## src/rtl/uart_pkg.sv

```systemverilog
// Shared constants and types for the UART transmit path.
package uart_pkg;

    localparam int FRAME_BITS        = 10;
    localparam int DEFAULT_CLK_VALUE = 100_000_000;
    localparam int DEFAULT_BAUD      = 9600;

    typedef enum logic {
        IDLE = 1'b0,
        SEND = 1'b1
    } arb_state_t;

    function automatic int calc_bit_cycles(input int clk_value, input int baud);
        return clk_value / baud;
    endfunction

endpackage

```

## src/rtl/uart_tx_serializer.sv

```systemverilog
// 8N1 serializer: start bit, 8 data bits LSB first, stop bit, each BIT_CYCLES clocks.
module uart_tx_serializer
    import uart_pkg::*;
#(
    parameter int BIT_CYCLES = 16
) (
    input  logic       clk,
    input  logic       rst,
    input  logic       load,
    input  logic [7:0] data,
    output logic       tx,
    output logic       done
);

    localparam int CW = $clog2(BIT_CYCLES);
    localparam int IW = $clog2(FRAME_BITS);

    logic [CW-1:0] bit_cnt_reg;
    logic [IW-1:0] bit_idx_reg;
    logic [7:0]    shift_reg;
    logic          active_reg;
    logic          bit_end;

    assign bit_end = (bit_cnt_reg == CW'(BIT_CYCLES - 1));
    // Asserted during the last cycle of the stop bit so the owner can react on the same edge.
    assign done    = active_reg && bit_end && (bit_idx_reg == IW'(FRAME_BITS - 1));

    always_ff @(posedge clk or posedge rst) begin
        if (rst) begin
            tx          <= 1'b1;
            active_reg  <= 1'b0;
            bit_cnt_reg <= '0;
            bit_idx_reg <= '0;
            shift_reg   <= '0;
        end else if (load && !active_reg) begin
            shift_reg   <= data;
            tx          <= 1'b0;
            bit_cnt_reg <= '0;
            bit_idx_reg <= '0;
            active_reg  <= 1'b1;
        end else if (active_reg) begin
            if (bit_end) begin
                bit_cnt_reg <= '0;
                if (bit_idx_reg == IW'(FRAME_BITS - 1)) begin
                    active_reg <= 1'b0;
                    tx         <= 1'b1;
                end else begin
                    // Ones shift in behind the data, so the stop bit falls out naturally.
                    bit_idx_reg <= bit_idx_reg + 1'b1;
                    tx          <= shift_reg[0];
                    shift_reg   <= {1'b1, shift_reg[7:1]};
                end
            end else begin
                bit_cnt_reg <= bit_cnt_reg + 1'b1;
            end
        end
    end

endmodule

```

## src/rtl/uart_tx_arbiter.sv

```systemverilog
// Round-robin arbiter sharing one UART serializer among NUM_REQ byte producers.
module uart_tx_arbiter
    import uart_pkg::*;
#(
    parameter int NUM_REQ   = 4,
    parameter int CLK_VALUE = DEFAULT_CLK_VALUE,
    parameter int BAUD      = DEFAULT_BAUD
) (
    input  logic                       clk,
    input  logic                       rst,
    input  logic [NUM_REQ-1:0]         req_valid,
    input  logic [NUM_REQ*8-1:0]       req_data,
    output logic [NUM_REQ-1:0]         req_ready,
    output logic                       tx,
    output logic                       busy,
    output logic [$clog2(NUM_REQ)-1:0] grant_id,
    output logic                       frame_done
);

    localparam int BIT_CYCLES = calc_bit_cycles(CLK_VALUE, BAUD);
    localparam int PW         = $clog2(NUM_REQ);

    arb_state_t    state_reg;
    logic [PW-1:0] rr_ptr_reg;
    logic [PW-1:0] pick;
    logic          pick_found;
    logic          load;
    logic          ser_done;
    logic [7:0]    req_byte [NUM_REQ];

    for (genvar gi = 0; gi < NUM_REQ; gi++) begin : g_slice
        assign req_byte[gi] = req_data[8*gi +: 8];
    end

    // Walk offsets from high to low so the closest set bit at or after rr_ptr wins.
    always_comb begin
        logic [PW:0] sum;
        pick       = '0;
        pick_found = 1'b0;
        sum        = '0;
        for (int k = NUM_REQ - 1; k >= 0; k--) begin
            sum = {1'b0, rr_ptr_reg} + (PW+1)'(k);
            if (sum >= (PW+1)'(NUM_REQ))
                sum = sum - (PW+1)'(NUM_REQ);
            if (req_valid[sum[PW-1:0]]) begin
                pick       = sum[PW-1:0];
                pick_found = 1'b1;
            end
        end
    end

    assign load = (state_reg == IDLE) && pick_found;

    always_ff @(posedge clk or posedge rst) begin
        if (rst) begin
            state_reg  <= IDLE;
            rr_ptr_reg <= '0;
            grant_id   <= '0;
            req_ready  <= '0;
            busy       <= 1'b0;
            frame_done <= 1'b0;
        end else begin
            req_ready  <= '0;
            frame_done <= 1'b0;
            case (state_reg)
                IDLE: begin
                    if (pick_found) begin
                        state_reg  <= SEND;
                        grant_id   <= pick;
                        req_ready  <= NUM_REQ'(1) << pick;
                        rr_ptr_reg <= (pick == PW'(NUM_REQ - 1)) ? '0 : pick + 1'b1;
                        busy       <= 1'b1;
                    end
                end
                SEND: begin
                    if (ser_done) begin
                        state_reg  <= IDLE;
                        busy       <= 1'b0;
                        frame_done <= 1'b1;
                    end
                end
                default: state_reg <= IDLE;
            endcase
        end
    end

    uart_tx_serializer #(
        .BIT_CYCLES (BIT_CYCLES)
    ) u_ser (
        .clk  (clk),
        .rst  (rst),
        .load (load),
        .data (req_byte[pick]),
        .tx   (tx),
        .done (ser_done)
    );

endmodule

```

## config.mk

```make
export PLATFORM = sky130hd
export DESIGN_NAME = uart_tx_arbiter
export DESIGN_NICKNAME = d
export VERILOG_FILES = /design/src/rtl/uart_pkg.sv /design/src/rtl/uart_tx_serializer.sv /design/src/rtl/uart_tx_arbiter.sv
export SDC_FILE = /design/constraint.sdc
export NUM_CORES = 1
export LEC_CHECK = 0
export CAP_MARGIN = 20
export CELL_PAD_IN_SITES_DETAIL_PLACEMENT = 0
export CELL_PAD_IN_SITES_GLOBAL_PLACEMENT = 1
export CORE_AREA = 3 3 85 87
export DETAILED_ROUTE_END_ITERATION = 12
export DIE_AREA = 0 0 88 90
export PLACE_DENSITY = 0.75
export SETUP_SLACK_MARGIN = 0.5
export SLEW_MARGIN = 20
export SYNTH_ARGS = -nofsm -noshare
export SYNTH_HDL_FRONTEND = slang
export SYNTH_SLANG_ARGS = --single-unit
```

## constraint.sdc

```tcl
create_clock -name clk -period 2.26 [get_ports clk]
set_clock_uncertainty 0.2 [all_clocks]
set_input_delay 0.452 -clock clk [delete_from_list [all_inputs] [get_ports clk]]
set_output_delay 0.452 -clock clk [all_outputs]
set_load 0.05 [all_outputs]
```

After elaboration in Yosys (flattened, before gate mapping)
Index checks and enable logic that the tools add are counted.
W data, S select, Z words.

word-level totals
  memory bits (writable) = 0
  register bits = 39
  memories kept = 0
  input port bits = 38
  memory bits (read-only) = 0
  latch bits = 0

cells by class
  bitwise operators = 2
  magnitude comparators = 9
  add/subtract/negate cells = 10
  $mul = 0
  multiplexer cells = 53
  divide/modulo/power cells = 0
  reductions and logical operators = 11
  eq/ne operators = 6
  shift operators = 1

operators by type and width
  operator                 number
  $mux W8                  6
  $mux W14                 3
  $mux W4                  6
  $mux W1                  22
  $mux W2                  9
  $bmux W8 S2              1
  $add A14 B1 Y14 const B  1
  $eq A14 B14 Y1 const B   1
  $ge A3 B3 Y1 const B     4
  $lt A2 B3 Y1 const B     4
  $bmux W1 S2              4
  $sub A2 B1 Y2 const B    4
  $add A2 B2 Y3 const B    2
  $reduce_and A2 Y1        3
  $add A4 B1 Y4 const B    1
  $eq A4 B4 Y1 const B     1
  $logic_and A1 B1 Y1      4
  $ne A2 B2 Y1 const B     2
  $pmux W1 S2              2
  $reduce_bool A2 Y1       2
  $shl A1 B2 Y4 const A    1
  $add A2 B1 Y3 const B    1
  $ge A2 B3 Y1 const B     1
  $not A2 Y3               1
  6 further kinds          6

Logic depth before layout (Yosys ltp)
Gate-level depths: netlist of the first run.

  word-level depth = 14
  gate-level depth with buffers = 7
  gate-level depth less buffers = 6

Cells and area by module
Synthesis of the first run repeated with hierarchy kept, for this count alone.

unflattened totals
  cell total of the unflattened synthesis = 265
  area, all modules = 2422.3 um2

modules (own cells, without submodules)
  module              sequential area each (um2)  cells an instance  instances  area an instance (um2)
  uart_tx_serializer  701.9                       171                1          1575.3
  uart_tx_arbiter     275.3                       94                 1          847.1

Worst setup path after synthesis of the first run
OpenSTA, ideal clock, no wires.

  kind = flip-flop to flip-flop
  start = register u_ser.bit_cnt_reg[0]
  end = register u_ser.bit_cnt_reg[6]
  buffers on the path = 1
  stages on the path, launching flop included = 8
  clock period less this slack = 2.117 ns
  path slack = 0.143 ns
  data arrival time = 1.785 ns
  cell sequence = dfrtp_1 > ha_1 > nand4_1 > o41ai_4 > buf_6 > nor2_1 > o21ai_1 > o41ai_1

on the way
  longest elaborated chain between the ends = 4

ends and longest elaborated chain
  element                                            line                                                RTL
  from (decl)                                        uart_tx_serializer.sv:18                            logic [CW-1:0] bit_cnt_reg;
  from (signal assigned)                             uart_tx_serializer.sv:54                            bit_cnt_reg <= bit_cnt_reg + 1'b1;
  $add A14 B1 Y14 or $eq A14 B14 Y1 (tied branches)  uart_tx_serializer.sv:54, uart_tx_serializer.sv:24
  $mux W14 (*)                                       uart_tx_serializer.sv:42                            if (bit_end) begin
  $mux W14 (*)                                       uart_tx_serializer.sv:41                            end else if (active_reg) begin
  $mux W14 (*)                                       uart_tx_serializer.sv:35                            end else if (load && !active_reg) begin

Every way passes the cells marked *; elsewhere a longest branch is shown, timed or not. The select of a mux whose other input is x is not followed.
A chain may end at the register's enable or synchronous reset.

Worst setup path after layout of the first run
  start = register u_ser.bit_cnt_reg[6]
  end = register u_ser.bit_idx_reg[3]

on the way
  longest elaborated chain between the ends = 3

ends and longest elaborated chain
  element                       line                      RTL
  $eq A14 B14 Y1                uart_tx_serializer.sv:24  assign bit_end = (bit_cnt_reg == CW'(BIT_CYCLES - 1));
  $reduce_bool A2 Y1 (no line)  --
  $reduce_and A3 Y1 (no line)   --
  to (signal assigned)          uart_tx_serializer.sv:49  bit_idx_reg <= bit_idx_reg + 1'b1;
  to (decl)                     uart_tx_serializer.sv:19  logic [IW-1:0] bit_idx_reg;

Every way passes these cells.

==> summary.txt, run 1 <==
Status
  • Status: finished clean

Placed design
  • Cell total after placement: 391
  • Placer's final routability congestion estimate: 0.899
  • Hpwl dp: 4220 µm
  • Place WS: -0.219 ns
  • IO Port Bufs: 46

Cells and area
  • Fraction of layout instances using a drive strength above 1: 35.3%
  • Number of antenna cells inserted: 0
  • Multi-input combinational cell area: 1410 µm²
  • Largest register FFs: 14
  • Combined flip-flop and latch cell area: 981 µm²
  • Filler cells: 578
  • Count of placed standard cells in the final layout, fillers left out: 414
  • Net count, final: 378
  • Area growth, synth to finish: 58.4%
  • Core utilization of the finished layout: 55.4%

Synthesis
  • Yosys warnings: 0
  • Cell area after synthesis: 2250 µm²
  • Top_reg_cell synth: sky130_fd_sc_hd__dfrtp_1
  • Most used standard cell by instance count after synthesis: sky130_fd_sc_hd__dfrtp_1
  • Mean area per synthesized cell: 9.52 µm²
  • Post-synthesis register bit count: 39
  • Cell count after synthesis: 236
  • Async S/R FF share, synth: 100%
  • Sequential cell area fraction in the yosys report: 43.5%
  • Count of different cell masters after synthesis: 43
  • Yosys top cell area share: 42.3%
  • Synthesized netlist net count: 278
  • Synth top area cells: sky130_fd_sc_hd__dfrtp_1 42%, sky130_fd_sc_hd__mux2i_1 6.2%, sky130_fd_sc_hd__o21ai_0 5.8%, sky130_fd_sc_hd__nand3_1 3.8%, sky130_fd_sc_hd__nor2b_1 3.3%
  • Largest area contributor in the synthesized netlist: sky130_fd_sc_hd__dfrtp_1
  • Count of flip-flops with a built-in enable after synthesis: 0
  • Top cells by instance count after synthesis: 38 x sky130_fd_sc_hd__dfrtp_1, 26 x sky130_fd_sc_hd__o21ai_0, 19 x sky130_fd_sc_hd__nor2_1

Worst setup path
  • Kind of critical path: flop to flop
  • Data arrival at the endpoint of the critical path: 2.14 ns
  • Setup slack, reg-to-reg: 0.11 ns
  • Type of element capturing the critical path: flop
  • Launching element type of the critical path: flop
  • Highest net fanout along the worst path: 6
  • Required arrival time at the worst endpoint: 2.25 ns

Die
  • Num rows: 29
  • Area of the die: 7920 µm²
  • Core area: 6420 µm²
  • Initial core utilization: 35.0%
  • Number of top-level design ports: 47
  • Die boundary height: 90 µm
  • Die span in x: 88 µm

Route
  • Initial DRT Pass Iterations: 4
  • Residual DRC: 0
  • Total number of vias: 2156
  • Via density: 5.21
  • Routed Wire Length: 6050 µm
  • Drt first-iter violations: 68
  • Drt wl/cell: 14.6 µm
  • Remaining antenna violation count: 0

Clock network
  • Clock tree from TritonCTS: built
  • Num CTS Buffers: 5
  • Total of hold buffers inserted after clock tree synthesis: 0
  • Clock net sink count: 39
  • H-tree depth reported by CTS: 2
  • CTS Root Cell: sky130_fd_sc_hd__clkbuf_8
  • Buffer levels on the longest clock path: 2
  • Clock transition at the registers of the reported paths: 0.09 ns
  • Clock insertion delay at the later pin of the skew report: 0.30 ns

Power and ir drop
  • Static leakage: 1.56 nW
  • Sw Ratio: 30.4%
  • Areal power density over the cells: 575 nW/µm²
  • Share of power burned in the clock network: 29.8%
  • Internal power: 0.00142 W
  • Portion of total power attributed to sequential cells: 42.9%
  • IR Drop Worst-Case VDD: 0.000215 V
  • P_sw: 0.000622 W
  • Part of the power in combinational logic: 27.3%

Run
  • Number of max-cap violations: 0

GRT
  • Grt total ovfl: 0
  • GRT Total Usage: 15.7%
  • GR Util met1: 20.4%
  • Pin count of the biggest net entering global routing: 40
  • Wire length of the first global-routing pass: 10200 µm
  • Antenna violations before repair: 0
  • Met3 track utilization from global routing: 3.38%
  • Met2 track demand over resource: 25.4%
  • Most crowded layer after global routing: met2
  • Via count of the first global-routing pass: 2268

STA
  • Final Hold Vio Count: 0
  • Setup repair after global routing missed its margin: yes
  • Post-route minimum period: 2.15 ns
  • Worst slew margin relative to its limit: 57.0%
  • Worst-case setup margin in the final layout: 0.110 ns
  • Final Setup Violations: 0
  • Worst-Margin Slew: 0.643 ns
  • Maximum operating frequency: 465 MHz
  • Period Utilization, post-route: 95.1%
  • Pins over their slew limit: 0

Min path
  • Hold crit path type: primary input to asynchronous set/reset pin
-- layout by cell type, fill, tap and decap left out, types with 3 or more instances in the layout --
| cell | n |
|---|---|
| sky130_fd_sc_hd__nor2b_4 | 4 |
| sky130_fd_sc_hd__nor4_4 | 3 |
| sky130_fd_sc_hd__inv_1 | 8 |
| sky130_fd_sc_hd__clkdlybuf4s50_1 | 33 |
| sky130_fd_sc_hd__o21ai_2 | 6 |
| sky130_fd_sc_hd__a21oi_1 | 5 |
| sky130_fd_sc_hd__nor4_1 | 3 |
| sky130_fd_sc_hd__nor2_1 | 14 |
| sky130_fd_sc_hd__clkdlybuf4s15_2 | 8 |
| sky130_fd_sc_hd__clkbuf_8 | 5 |
| sky130_fd_sc_hd__nand4_1 | 3 |
| sky130_fd_sc_hd__o21ai_0 | 9 |
| sky130_fd_sc_hd__nand2_1 | 12 |
| sky130_fd_sc_hd__xor2_1 | 4 |
| sky130_fd_sc_hd__dfrtp_2 | 3 |
| sky130_fd_sc_hd__nand3_1 | 16 |
| sky130_fd_sc_hd__nor2b_1 | 8 |
| sky130_fd_sc_hd__buf_4 | 40 |
| sky130_fd_sc_hd__ha_1 | 4 |
| sky130_fd_sc_hd__a21o_1 | 7 |
| sky130_fd_sc_hd__o21ai_1 | 17 |
| sky130_fd_sc_hd__mux2i_1 | 12 |
| sky130_fd_sc_hd__o211ai_1 | 7 |
| sky130_fd_sc_hd__nor2_2 | 3 |
| sky130_fd_sc_hd__dfrtp_1 | 35 |
| sky130_fd_sc_hd__buf_6 | 12 |
-- final cells by class --
type	instances	share of cell area (%)
clock buffers	5	1.93
clock inverters	3	1.34
inverters	8	0.844
multi-input cells	183	39.6
flip-flops and latches	39	27.6
well taps	77	2.71
repair buffers	99	26.0
-- layer usage --
layer	vias up	share of wire (%)
met5	-	0
met4	0	1.6
met3	8	4.1
met2	57	49
met1	1028	46
li1	1063	-
-- final timing paths --
path                                      start              endpoint  cells after the start
max in group asynchronous                   rst              u_ser.tx                      3
hold / removal                              rst  u_ser.bit_cnt_reg[2]                      3
min in group clk           u_ser.bit_cnt_reg[0]  u_ser.bit_cnt_reg[0]                      1
hold reg to reg            u_ser.bit_cnt_reg[0]  u_ser.bit_cnt_reg[0]                      1
setup reg to reg           u_ser.bit_cnt_reg[6]  u_ser.bit_idx_reg[3]                      7
setup / recovery           u_ser.bit_cnt_reg[6]  u_ser.bit_idx_reg[3]                      7
-- power by group through the flow --
stage / registers [W] / clock network, W / logic [W]
3_5_place_dp: 0.000881 / 0 / 0.000494
2_1_floorplan: 0.000876 / 0 / 0.000264
4_1_cts: 0.000872 / 0.000629 / 0.000521
5_1_grt: 0.000893 / 0.000659 / 0.000624
6_report: 0.000877 / 0.000610 / 0.000560
3_3_place_gp: 0.000877 / 0 / 0.000484
-- worst max-delay path: stages (launching register included) --
cell	delay (ns)
sky130_fd_sc_hd__dfrtp_1	0.39
sky130_fd_sc_hd__or4b_4	0.58
sky130_fd_sc_hd__nor4_4	0.24
sky130_fd_sc_hd__buf_6	0.19
sky130_fd_sc_hd__buf_6	0.11
sky130_fd_sc_hd__nand4_1	0.11
sky130_fd_sc_hd__xor2_1	0.17
sky130_fd_sc_hd__nor2_1	0.05
-- metrics by stage --
stage / TNS (ns) / power [W] / cell area (µm²) / hold WS, ns
finish: 0 / 0.00205 / 3560 / 0.300
global route: 0 / 0.00218 / 3560 / 0.329
CTS: 0 / 0.00202 / 3420 / 0.308
detailed placement: -2.76 / 0.00138 / 3140 / 0.297
global placement: -1.65 / 0.00136 / 3140 / 0.290
floorplan: 0 / 0.00114 / 2310 / 0.268
-- logic make-up (layout without fill, tap and decap cells) --
family	after synthesis	count (layout)	synth area share, %
AO/OA/AOI/OAI	66	66	19.0
XOR/XNOR	4	4	1.56
adder cells (fa/ha/maj)	4	4	2.23
buffers and inverters	15	115	3.29
flip-flops	39	39	43.5
multiplexers	17	17	7.74
AND/OR/NAND/NOR	91	92	22.7
-- repair_timing --
action / CTS / global route
pin swaps: 16 / 14
cloned: 1 / 1
buffers inserted: 7 / 6
resized for setup: 69 / 30
endpoints found under the setup margin: 47 / 35
Note: power is estimated with default switching activity, not from simulation.
==> run 2, diff against run 1 <==
--- a/config.mk
+++ b/config.mk
@@ -12,6 +12,7 @@
 export DETAILED_ROUTE_END_ITERATION = 12
 export DIE_AREA = 0 0 88 90
 export PLACE_DENSITY = 0.75
+export REMOVE_ABC_BUFFERS = 1
 export SETUP_SLACK_MARGIN = 0.5
 export SLEW_MARGIN = 20
 export SYNTH_ARGS = -nofsm -noshare
==> summary.txt, run 2 (synthesis gave the netlist of run 1 again) <==
Run
  • Number of max-cap violations: 0 (unchanged)

Cells and area
  • Number of antenna cells inserted: 0 (unchanged)
  • Largest register FFs: 14 (unchanged)
  • Area growth, synth to finish: 53.1% (was 58.4%)
  • Fin area: 3440 µm² (was 3560 µm²)
  • Core utilization of the finished layout: 53.6% (was 55.4%)
  • Fraction of layout instances using a drive strength above 1: 32.1% (was 35.3%)
  • Commonest cells after routing, fill and taps aside: 42 x sky130_fd_sc_hd__buf_4, 36 x sky130_fd_sc_hd__dfrtp_1, 33 x sky130_fd_sc_hd__clkdlybuf4s50_1 (was 40 x sky130_fd_sc_hd__buf_4, 35 x sky130_fd_sc_hd__dfrtp_1, 33 x sky130_fd_sc_hd__clkdlybuf4s50_1)
  • Commonest non-fill, non-tap cell in the layout: sky130_fd_sc_hd__buf_4 (unchanged)
  • Net count, final: 377 (was 378)

STA
  • Post-route minimum period: 2.20 ns (was 2.15 ns)
  • Maximum operating frequency: 454 MHz (was 465 MHz)
  • Setup TNS: 0 ns (unchanged)
  • Final Hold Vio Count: 0 (unchanged)
  • Worst slew margin relative to its limit: 67.0% (was 57.0%)
  • Worst-case setup margin in the final layout: 0.0593 ns (was 0.110 ns)
  • Final Setup Violations: 0 (unchanged)
  • Pins over their slew limit: 0 (unchanged)
  • Period Utilization, post-route: 97.4% (was 95.1%)
  • Setup repair after global routing missed its margin: yes (unchanged)
  • Worst-Margin Slew: 0.496 ns (was 0.643 ns)

Route
  • Initial DRT Pass Iterations: 4 (unchanged)
  • Total number of vias: 2133 (was 2156)
  • Residual DRC: 0 (unchanged)
  • Drt first-iter violations: 61 (was 68)
  • Routed Wire Length: 5920 µm (was 6050 µm)
  • Drt wl/cell: 14.3 µm (was 14.6 µm)
  • Remaining antenna violation count: 0 (unchanged)
  • Via density: 5.16 (was 5.21)

GRT
  • GR Util met1: 19.9% (was 20.4%)
  • Most crowded layer after global routing: met2 (unchanged)
  • Met2 track demand over resource: 26.3% (was 25.4%)
  • Met3 track utilization from global routing: 2.83% (was 3.38%)
  • Wire length of the first global-routing pass: 10200 µm (about the same)
  • Grt total ovfl: 0 (unchanged)
  • Antenna violations before repair: 0 (unchanged)
  • Via count of the first global-routing pass: 2276 (was 2268)
  • Pin count of the biggest net entering global routing: 40 (unchanged)
  • GRT Total Usage: 15.7% (about the same)

Clock network
  • Num CTS Buffers: 5 (unchanged)
  • Buffer levels on the longest clock path: 2 (unchanged)
  • Clock transition at the registers of the reported paths: 0.09 ns (about the same)
  • Clock insertion delay at the later pin of the skew report: 0.29 ns (was 0.30 ns)
  • Clock net sink count: 39 (unchanged)
  • H-tree depth reported by CTS: 2 (unchanged)
  • Clock tree from TritonCTS: built (unchanged)
  • Total of hold buffers inserted after clock tree synthesis: 0 (unchanged)
  • CTS Root Cell: sky130_fd_sc_hd__clkbuf_8 (unchanged)

Min path
  • Hold crit path type: flop to flop (was primary input to asynchronous set/reset pin)
  • Number of cells traversed by the worst hold path: 1

Status
  • Status: finished clean (unchanged)

Placed design
  • IO Port Bufs: 46 (unchanged)
  • Post-detailed-placement cell area: 3040 µm² (was 3140 µm²)
  • Hpwl dp: 4190 µm (was 4220 µm)
  • Placer's final routability congestion estimate: 0.861 (was 0.899)
  • Place WS: -0.229 ns (was -0.219 ns)

Worst setup path
  • Launching element type of the critical path: flop (unchanged)
  • Type of element capturing the critical path: flop (unchanged)
  • Number of cell instances on the worst register-to-register path: 6 (was 7)
  • Required arrival time at the worst endpoint: 2.29 ns (was 2.25 ns)
  • Data arrival at the endpoint of the critical path: 2.23 ns (was 2.14 ns)
  • Highest net fanout along the worst path: 11 (was 6)
  • Delay of the slowest cell on the worst path: 0.58 ns (about the same)
  • CP max-delay cell: sky130_fd_sc_hd__or4b_4 (unchanged)
  • Kind of critical path: flop to flop (unchanged)
  • Ordered cell list for the critical path: or4b_4 -> nor4_4 -> buf_6 -> nand2_8 -> or2_0 -> a21oi_1 (was or4b_4 -> nor4_4 -> buf_6 -> buf_6 -> nand4_1 -> xor2_1 -> nor2_1)

Power and ir drop
  • Areal power density over the cells: 562 nW/µm² (was 575 nW/µm²)
  • IR Drop Worst-Case VDD: 0.000267 V (was 0.000215 V)
  • P_sw: 0.000595 W (was 0.000622 W)
  • Sw Ratio: 30.8% (was 30.4%)
  • Share of power burned in the clock network: 26.3% (was 29.8%)
  • Internal power: 0.00134 W (was 0.00142 W)
  • Part of the power in combinational logic: 29.0% (was 27.3%)
  • Static leakage: 1.54 nW (was 1.56 nW)
  • Portion of total power attributed to sequential cells: 44.7% (was 42.9%)

Die
  • Num rows: 29 (unchanged)
  • Area of the die: 7920 µm² (unchanged)
  • Initial core utilization: 35.0% (unchanged)
  • Die span in x: 88 µm (unchanged)
  • Die boundary height: 90 µm (unchanged)
  • Number of top-level design ports: 47 (unchanged)
  • Core area: 6420 µm² (unchanged)
-- run 2: timing repair --
item | CTS | global route
pin swaps | 13 | 12
cloned | 2 | 0
gates resized for setup | 74 | 23
endpoints found under the hold margin | 0 | 0
endpoints found under the setup margin | 47 | 34
buffers inserted | 9 | 4
-- run 2: final cells by class --
cell class                      count  area, µm²
Sequential cell                    39        980
Clock buffer                        6       82.6
Fill cell                         597       2980
Tap cell                           77       96.3
Timing Repair Buffer               99        906
Inverter                            8       30.0
Multi-Input combinational cell    182       1330
Clock inverter                      2       16.3
-- run 2: path summary, 6_finish.rpt --
path | end | from | slack [ns]
worst min register to register | grant_id[0] | grant_id[0] | 0.31
worst max register to register | u_ser.bit_idx_reg[1] | u_ser.bit_cnt_reg[12] | 0.06
min in group asynchronous | u_ser.bit_cnt_reg[13] | rst | 0.38
worst min-delay path | grant_id[0] | grant_id[0] | 0.31
max in group asynchronous | rr_ptr_reg[1] | rst | 1.12
worst max-delay path | u_ser.bit_idx_reg[1] | u_ser.bit_cnt_reg[12] | 0.06
-- run 2: through the flow --
step,total power [W],std cells,hold WS [ns]
floorplan,0.00112,229,0.268
global placement,0.00134,390,0.290
detailed placement,0.00136,390,0.295
CTS,0.00192,409,0.313
global route,0.00207,413,0.331
finish,0.00193,413,0.311
-- run 2: layer usage --
metal	share of wire [%]	up-vias
met4	1.4	0
met5	0	-
met3	4.5	8
met1	44	1005
li1	-	1058
met2	50	62
-- run 2: critical path, delay by kind of cell, from the launching register on --
family | cells | cell delay (ns)
flip-flops | 1 | 0.39
AND/OR/NAND/NOR | 4 | 1.21
buffers and inverters | 1 | 0.18
AO/OA/AOI/OAI | 1 | 0.13
-- run 2: power by group through the flow --
stage	registers, W	clock network [W]	logic [W]
after global routing	0.000879	0.000563	0.000630
after global placement	0.000871	0	0.000473
after floorplan	0.000875	0	0.000247
after detailed placement	0.000871	0	0.000484
final	0.000864	0.000509	0.000561
after CTS	0.000860	0.000525	0.000533
==> run 3, diff against run 2 <==
--- a/config.mk
+++ b/config.mk
@@ -8,9 +8,9 @@
 export CAP_MARGIN = 20
 export CELL_PAD_IN_SITES_DETAIL_PLACEMENT = 0
 export CELL_PAD_IN_SITES_GLOBAL_PLACEMENT = 1
-export CORE_AREA = 3 3 85 87
+export CORE_AREA = 2 2 84 86
 export DETAILED_ROUTE_END_ITERATION = 12
-export DIE_AREA = 0 0 88 90
+export DIE_AREA = 0 0 86 88
 export PLACE_DENSITY = 0.75
 export REMOVE_ABC_BUFFERS = 1
 export SETUP_SLACK_MARGIN = 0.5
==> summary.txt, run 3 (synthesis gave the netlist of run 1 again) <==
Worst setup path
  • Kind of critical path: flop to flop (unchanged)
  • Highest net fanout along the worst path: 8 (was 11)
  • Ordered cell list for the critical path: or4b_4 -> buf_4 -> o41ai_4 -> buf_4 -> nor2_1 -> o21ai_1 -> o41ai_1 (was or4b_4 -> nor4_4 -> buf_6 -> nand2_8 -> or2_0 -> a21oi_1)
  • Launching element type of the critical path: flop (unchanged)
  • Type of element capturing the critical path: flop (unchanged)
  • Required arrival time at the worst endpoint: 2.24 ns (was 2.29 ns)
  • Delay of the slowest cell on the worst path: 0.57 ns (was 0.58 ns)
  • CP max-delay cell: sky130_fd_sc_hd__or4b_4 (unchanged)
  • Data arrival at the endpoint of the critical path: 2.16 ns (was 2.23 ns)
  • Crit path top cell by count: sky130_fd_sc_hd__buf_4
  • CP delay by family, top: simple AND/OR/NAND/NOR gates (unchanged)
  • Crit path buf inv count: 2 (was 1)

Die
  • Initial core utilization: 33.8% (was 35.0%)
  • Num rows: 30 (was 29)
  • Die boundary height: 88 µm (was 90 µm)
  • Die span in x: 86 µm (was 88 µm)
  • Area of the die: 7570 µm² (was 7920 µm²)
  • Core area: 6640 µm² (was 6420 µm²)
  • Number of top-level design ports: 47 (unchanged)

Route
  • Initial DRT Pass Iterations: 4 (unchanged)
  • Residual DRC: 0 (unchanged)
  • Drt wl/cell: 14.1 µm (was 14.3 µm)
  • Via density: 5.01 (was 5.16)
  • Remaining antenna violation count: 0 (unchanged)
  • Routed Wire Length: 5830 µm (was 5920 µm)
  • Total number of vias: 2081 (was 2133)
  • Drt first-iter violations: 65 (was 61)

Cells and area
  • Core utilization of the finished layout: 52.1% (was 53.6%)
  • Fraction of layout instances using a drive strength above 1: 32.2% (was 32.1%)
  • Net count, final: 376 (was 377)
  • Filler cells: 602 (was 597)
  • Largest register FFs: 14 (unchanged)
  • Area growth, synth to finish: 54.0% (was 53.1%)
  • Fin area: 3460 µm² (was 3440 µm²)
  • Commonest non-fill, non-tap cell in the layout: sky130_fd_sc_hd__buf_4 (unchanged)
  • Number of antenna cells inserted: 0 (unchanged)
  • Commonest cells after routing, fill and taps aside: 41 x sky130_fd_sc_hd__buf_4, 36 x sky130_fd_sc_hd__dfrtp_1, 33 x sky130_fd_sc_hd__clkdlybuf4s50_1 (was 42 x sky130_fd_sc_hd__buf_4, 36 x sky130_fd_sc_hd__dfrtp_1, 33 x sky130_fd_sc_hd__clkdlybuf4s50_1)

Power and ir drop
  • Areal power density over the cells: 562 nW/µm² (about the same)
  • IR Drop Worst-Case VDD: 0.000220 V (was 0.000267 V)
  • Static leakage: 1.54 nW (about the same)

GRT
  • Antenna violations before repair: 0 (unchanged)
  • Via count of the first global-routing pass: 2171 (was 2276)
  • GRT Total Usage: 16.4% (was 15.7%)
  • Grt total ovfl: 0 (unchanged)
  • Wire length of the first global-routing pass: 9920 µm (was 10200 µm)
  • Pin count of the biggest net entering global routing: 40 (unchanged)

Status
  • Status: finished clean (unchanged)

STA
  • Period Utilization, post-route: 96.7% (was 97.4%)
  • Final Hold Vio Count: 0 (unchanged)
  • Maximum operating frequency: 458 MHz (was 454 MHz)
  • Final Setup Violations: 0 (unchanged)
  • Worst hold-check slack: 0.299 ns (was 0.311 ns)
  • Worst slew margin relative to its limit: 61.9% (was 67.0%)
  • Worst-Margin Slew: 0.569 ns (was 0.496 ns)
  • Post-route minimum period: 2.19 ns (was 2.20 ns)
  • Setup repair after global routing missed its margin: yes (unchanged)
  • Pins over their slew limit: 0 (unchanged)

Clock network
  • Clock insertion delay at the later pin of the skew report: 0.30 ns (was 0.29 ns)
  • Num CTS Buffers: 5 (unchanged)
  • Buffer levels on the longest clock path: 2 (unchanged)
  • H-tree depth reported by CTS: 2 (unchanged)
  • Clock transition at the registers of the reported paths: 0.08 ns (was 0.09 ns)
  • CTS Root Cell: sky130_fd_sc_hd__clkbuf_8 (unchanged)
  • Clock net sink count: 39 (unchanged)
  • Clock tree from TritonCTS: built (unchanged)

Placed design
  • Hpwl dp: 4160 µm (was 4190 µm)
  • Post-detailed-placement cell area: 3050 µm² (was 3040 µm²)
  • IO Port Bufs: 46 (unchanged)
  • Placer's final routability congestion estimate: 0.828 (was 0.861)

Min path
  • Hold crit path type: primary input to asynchronous set/reset pin (was flop to flop)

Run
  • Number of max-cap violations: 0 (unchanged)
[run 3: cell count changes in the layout (fill, tap and decap cells not counted), moves of 2 or more]
cell and change:
sky130_fd_sc_hd__o21ai_1 +6, sky130_fd_sc_hd__nor2_2 -2, sky130_fd_sc_hd__o21ai_0 -3, sky130_fd_sc_hd__buf_2 +2, sky130_fd_sc_hd__buf_6 -3, sky130_fd_sc_hd__o21ai_2 -4
[run 3: layout make-up]
class	instances	area [µm²]	area share, %
tap	80	100	2.89
multi-input combinational	183	1360	39.3
sequential	39	980	28.3
inverter	8	32.5	0.940
timing repair buffer	97	887	25.6
clock inverter	2	16.3	0.470
clock buffer	6	82.6	2.39
[run 3: path summary, 6_finish.rpt]
| path | start | end | slack [ns] | cells past startpoint |
|---|---|---|---|---|
| setup / recovery | u_ser.bit_cnt_reg[6] | u_ser.bit_cnt_reg[6] | 0.07 | 7 |
| hold / removal | rst | u_ser.bit_cnt_reg[2] | 0.30 | 3 |
| setup reg to reg | u_ser.bit_cnt_reg[6] | u_ser.bit_cnt_reg[6] | 0.07 | 7 |
| min in group clk | grant_id[0] | grant_id[0] | 0.32 | 1 |
| max in group asynchronous | rst | u_ser.tx | 1.30 | 3 |
| hold reg to reg | grant_id[0] | grant_id[0] | 0.32 | 1 |
[run 3: repair_timing]
action	CTS	global route
gates resized for setup	85	12
setup endpoints to repair	47	32
hold buffers	0	0
pin swaps	15	7
buffers inserted	8	5
cloned	1	1
[run 3: worst min-delay path, delay by kind of cell]
| kind | cells | cell delay [ns] |
|---|---|---|
| buffers and inverters | 3 | 0.71 |
[run 3: where the power goes]
| group | total (W) | leakage, nW | internal, W | switching [W] |
|---|---|---|---|---|
| registers | 0.000868 | 0.484 | 0.000786 | 0.0000819 |
| logic | 0.000564 | 1.00 | 0.000306 | 0.000258 |
| clock network | 0.000511 | 0.0474 | 0.000249 | 0.000262 |
[run 3: routing by layer]
metal	part of all wire, %	track usage (%)	wire length, µm
met1	44	19.5	2540
met2	51	29.5	2980
met3	4.5	3.86	265
met4	0.70	4.76	41
met5	0	0	0
[run 3: per-stage QoR]
stage	TNS [ns]	worst slack [ns]	total power, W	cells
global route	0	0.0280	0.00207	415
CTS	0	0.124	0.00193	409
floorplan	-0.215	-0.199	0.00112	229
finish	0	0.0750	0.00194	415
global placement	-2.39	-0.245	0.00135	392
detailed placement	-3.45	-0.314	0.00136	392
